### config.mk
export PLATFORM = sky130hd
export DESIGN_NAME = shift_add_multiplier
export DESIGN_NICKNAME = d
export VERILOG_FILES = /design/src/rtl/shift_add_multiplier.sv
export SDC_FILE = /design/constraint.sdc
export NUM_CORES = 1
export LEC_CHECK = 0
export CORE_UTILIZATION = 49
export DETAILED_ROUTE_END_ITERATION = 8
export PLACE_DENSITY_LB_ADDON = 0.3
export SLEW_MARGIN = 20
export SYNTH_ARGS = -nofsm -noshare
export SYNTH_HDL_FRONTEND = slang
export SYNTH_SLANG_ARGS = --single-unit
### constraint.sdc
create_clock -name clk -period 16.8 [get_ports clk]
set_clock_uncertainty 0.2 [all_clocks]
set_input_delay 4.2 -clock clk [delete_from_list [all_inputs] [get_ports clk]]
set_output_delay 4.2 -clock clk [all_outputs]
set_load 0.01 [all_outputs]
### src/rtl/shift_add_multiplier.sv
// Sequential unsigned N x N -> 2N radix-2 shift-and-add multiplier, one step per clock.
// Optional MUL_ZERO_BYPASS_EN: zero operands skip straight to DONE.
module N_bit_adder #(
  parameter int N = 33
) (
  input  logic [N-1:0] a,
  input  logic [N-1:0] b,
  output logic [N-1:0] sum
);

  logic [N:0] c;

  assign c[0] = 1'b0;

  for (genvar i = 0; i < N; i++) begin : g_fa
    assign sum[i]   = a[i] ^ b[i] ^ c[i];
    assign c[i+1]   = (a[i] & b[i])
                    | (c[i] & (a[i] ^ b[i]));
  end

endmodule

module shift_add_multiplier #(
  parameter int N = 32
) (
  input  logic           clk,
  input  logic           rst,
  input  logic           in_valid,
  output logic           in_ready,
  input  logic [N-1:0]   multiplicand,
  input  logic [N-1:0]   multiplier,
  output logic           out_valid,
  input  logic           out_ready,
  output logic [2*N-1:0] product,
  output logic           busy
);

  localparam int CW = (N > 1) ? $clog2(N) : 1;

  typedef enum logic [1:0] {
    IDLE,
    BUSY,
    DONE
  } state_t;

  state_t        state;
  state_t        state_d;
  logic [N-1:0]  mcand;
  logic [N-1:0]  mcand_d;
  logic [N-1:0]  acc;
  logic [N-1:0]  acc_d;
  logic [N-1:0]  mq;
  logic [N-1:0]  mq_d;
  logic [CW-1:0] cnt;
  logic [CW-1:0] cnt_d;
  logic [N:0]    addend;
  logic [N:0]    sum;
  logic          accept;
  logic          last;
  logic          zero_op;

  // One extra adder bit keeps the carry so acc never overflows.
  assign addend = mq[0] ? {1'b0, mcand} : '0;

  N_bit_adder #(
    .N(N + 1)
  ) u_add (
    .a   ({1'b0, acc}),
    .b   (addend),
    .sum (sum)
  );

  assign accept = in_valid && (state == IDLE);
  assign last   = (cnt == CW'(N - 1));

`ifdef MUL_ZERO_BYPASS_EN
  assign zero_op = (multiplicand == '0)
                || (multiplier == '0);
`else
  assign zero_op = 1'b0;
`endif

  always_comb begin
    state_d = state;
    mcand_d = mcand;
    acc_d   = acc;
    mq_d    = mq;
    cnt_d   = cnt;
    case (state)
      IDLE: begin
        if (accept) begin
          mcand_d = multiplicand;
          acc_d   = '0;
          cnt_d   = '0;
          mq_d    = zero_op ? '0 : multiplier;
          state_d = zero_op ? DONE : BUSY;
        end
      end
      BUSY: begin
        acc_d = sum[N:1];
        mq_d  = {sum[0], mq[N-1:1]};
        cnt_d = cnt + 1'b1;
        if (last) begin
          state_d = DONE;
        end
      end
      DONE: begin
        if (out_ready) begin
          state_d = IDLE;
        end
      end
      default: state_d = IDLE;
    endcase
  end

  always_ff @(posedge clk or posedge rst) begin
    if (rst) begin
      state <= IDLE;
      mcand <= '0;
      acc   <= '0;
      mq    <= '0;
      cnt   <= '0;
    end else begin
      state <= state_d;
      mcand <= mcand_d;
      acc   <= acc_d;
      mq    <= mq_d;
      cnt   <= cnt_d;
    end
  end

  always_comb begin
    in_ready  = (state == IDLE);
    busy      = (state == BUSY);
    out_valid = (state == DONE);
    product   = {acc, mq};
  end

endmodule

==> run metrics <==
status finished, final reports clean; clk slew on worst S/H paths 0.09 ns; max-cap check violation count 0; syn_area_per_cell 10.8 sq um; Starting Density 0.509; share of cells above drive strength 1 0.0982; Syn Nets 591; Synth cell types 30; die area 11200 sq um; share of the synthesized area in the top cell type 0.486; global route overflow 0; CP required 16.87 ns; Multi-input gate area 2400 sq um; Clock H-tree levels 3; CTS tree built; Core Rows 37; CP max-delay cell fa_1; dominant cells by area after synthesis dfrtp_1 49%, fa_1 12%, mux2_2 7.0%; drt drc 0; clk_lat worst skew 0.36 ns; period utilization 0.771; DP Cell Count 731; FMAX 0.0772 GHz; worst IR drop on VDD 0.0945 mV; Final Hold Violating Endpoints 0; Final min period 12.96 ns; Core ar. 10400 sq um; Routed Antenna Nets 0; pwr dens 182 nW/um^2; CP startpoint mq[0]; num ports 135; Vias 4045; P_leak 0.00281 uW; Crit Path Max Fanout 34; TNS Setup 0 ns; Post-Syn Area 5300 sq um; largest net degree at the start of global routing 69; worst r2r src mq[0]; CP endpoint acc[30]; initial antenna violation count 0; vias in the first global route 4132; register area 2580 sq um; post-cts gate resize count 0; fin. max-slew vios 0; Crit Path Class reg -> reg; routed vias/inst 5.41; CP Capture Type flip-flop; max incr delay on CP 0.44 ns; cts hold-fix bufs 0; Tot GR Track Use 0.219; setup slack at placement 3.82 ns; Final nets 708; Yosys top cell by area dfrtp_1; Finished Layout Cells 747; Synth-to-Final Area Change 30.1%; setup violators final 0; Syn Inst Count 489; CP arrival 13.03 ns; Worst path most repeated cell fa_1; Reg2Reg Depth 38; diode count 0; Post-Route WL 11800 um; RR Endpoint acc[30]; setup repair bufs after CTS 0; Hold Crit Class reg -> reg; Seq/Total Area, Yosys 0.486; Max Root-Sink Buffers 2; Filler cells 830; HPWL Detailed 8070 um; final core utilization 0.662; PortBufs 134; Register-to-Register Setup Slack 3.84 ns; clk sink count 103; detailed-route wire length per cell 15.8 um; die width 106 um; DRT iter0 DRCs 282; fin worst setup slack 3.84 ns; Critical Path Start Type flip-flop; Pre-antenna DRT Iters 5; RSZ-0062 raised after global routing no; Hold Slack 0.309 ns; first-pass GRT wire length 19500 um; slew margin rel. 0.442; GP Congestion 0.792; Worst Tran Pin Value 0.838 ns; Root Buffer clkbuf_8; CTS Buf Count 9; Synth Warn # 0; Die H 106 um; Synth Register Bits 103
==> state kept, by name, indices dropped and copies added (netlist names) <==
name and flops:
mcand 32, mq 32, acc 32, state 2
cnt 5
==> worst max-delay path: cells and delay by family, from the launching register on <==
family	cells	cell delay [ns]
and+or+nand+nor	1	0.13
DFF	1	0.34
AOI/OAI and AO/OA	1	0.21
buffers and inverters	5	0.57
adders and majority gates	31	11.40
==> synthesized netlist by cell type <==
library cell and n:
and2b_1 2, ha_1 3, nor2b_1 30, and3b_1 1, and2_1 7, o311ai_0 1, and3_1 1, inv_2 1
fa_1 31, a22o_1 2, o22ai_1 26, buf_4 2, a21oi_1 32, buf_6 6, nor2b_4 1, clkbuf_1 15
buf_1 1, a22oi_1 31, buf_2 11, nand2b_1 1, nor2_1 2, mux2_2 33, dfrtp_1 103, nand2_1 68
o21bai_1 2, o21ai_0 39, inv_1 32, nand3_1 2, and2b_4 1, o31ai_1 2
==> through the flow <==
step	cell area, sq um	power [uW]
5_1_grt	6890	1360
2_1_floorplan	5300	834
4_1_cts	6890	1260
3_3_place_gp	6670	1060
6_report	6890	1250
3_5_place_dp	6670	1090
==> power breakdown <==
| group | internal (uW) | total, uW | switching, uW |
|---|---|---|---|
| Clock | 88.1 | 171 | 82.8 |
| Combinational | 326 | 613 | 286 |
| Sequential | 373 | 469 | 95.8 |
| Total | 787 | 1250 | 465 |
==> cell type report <==
type	instances	share of cell area
clock buffers	11	0.0205
inverters	33	0.0183
flip-flops and latches	103	0.374
multi-input cells	318	0.349
well taps	136	0.0247
clock inverters	5	0.0118
repair buffers	141	0.202
==> placed cells by master, fill, tap and decap left out, types with 2 or more instances in the layout <==
cell,instances
clkdlybuf4s50_1,134
dfrtp_1,103
nand2_1,68
o21ai_0,39
mux2_2,33
a21oi_1,32
a22oi_1,31
inv_1,31
fa_1,31
nor2b_1,30
o22ai_1,26
clkbuf_8,10
and2_1,7
buf_4,7
ha_1,3
o21bai_1,2
nor2_1,2
a22o_1,2
nand3_1,2
and2b_1,2
o31ai_1,2
bufinv_16,2
==> worst min-delay path by stage <==
| stage | startpoint | to | slack [ns] | cells after the start |
|---|---|---|---|---|
| after floorplan | mcand[0] | mcand[0] | 0.27 | 1 |
| after global placement | mcand[0] | mcand[0] | 0.28 | 1 |
| after detailed placement | mcand[0] | mcand[0] | 0.29 | 1 |
| after CTS | mcand[22] | mcand[22] | 0.31 | 1 |
| after global routing | mcand[0] | mcand[0] | 0.33 | 1 |
| final | mcand[24] | mcand[24] | 0.31 | 1 |
==> routing by layer <==
metal	GRT usage	vias up	share of wire
li1	-	1903	-
met2	0.365	114	0.50
met1	0.292	2017	0.43
met4	0.0724	0	0.0090
met3	0.0362	11	0.054
met5	0	-	0
==> kinds of logic after synthesis <==
logic type,count (synthesis),share of synthesized area
compound gates,135,0.152
fa+ha+maj,34,0.124
buf+inv,68,0.0607
flops,103,0.486
mux,33,0.0701
simple gates,116,0.106
No activity file was read; power rests on OpenSTA's default activity.
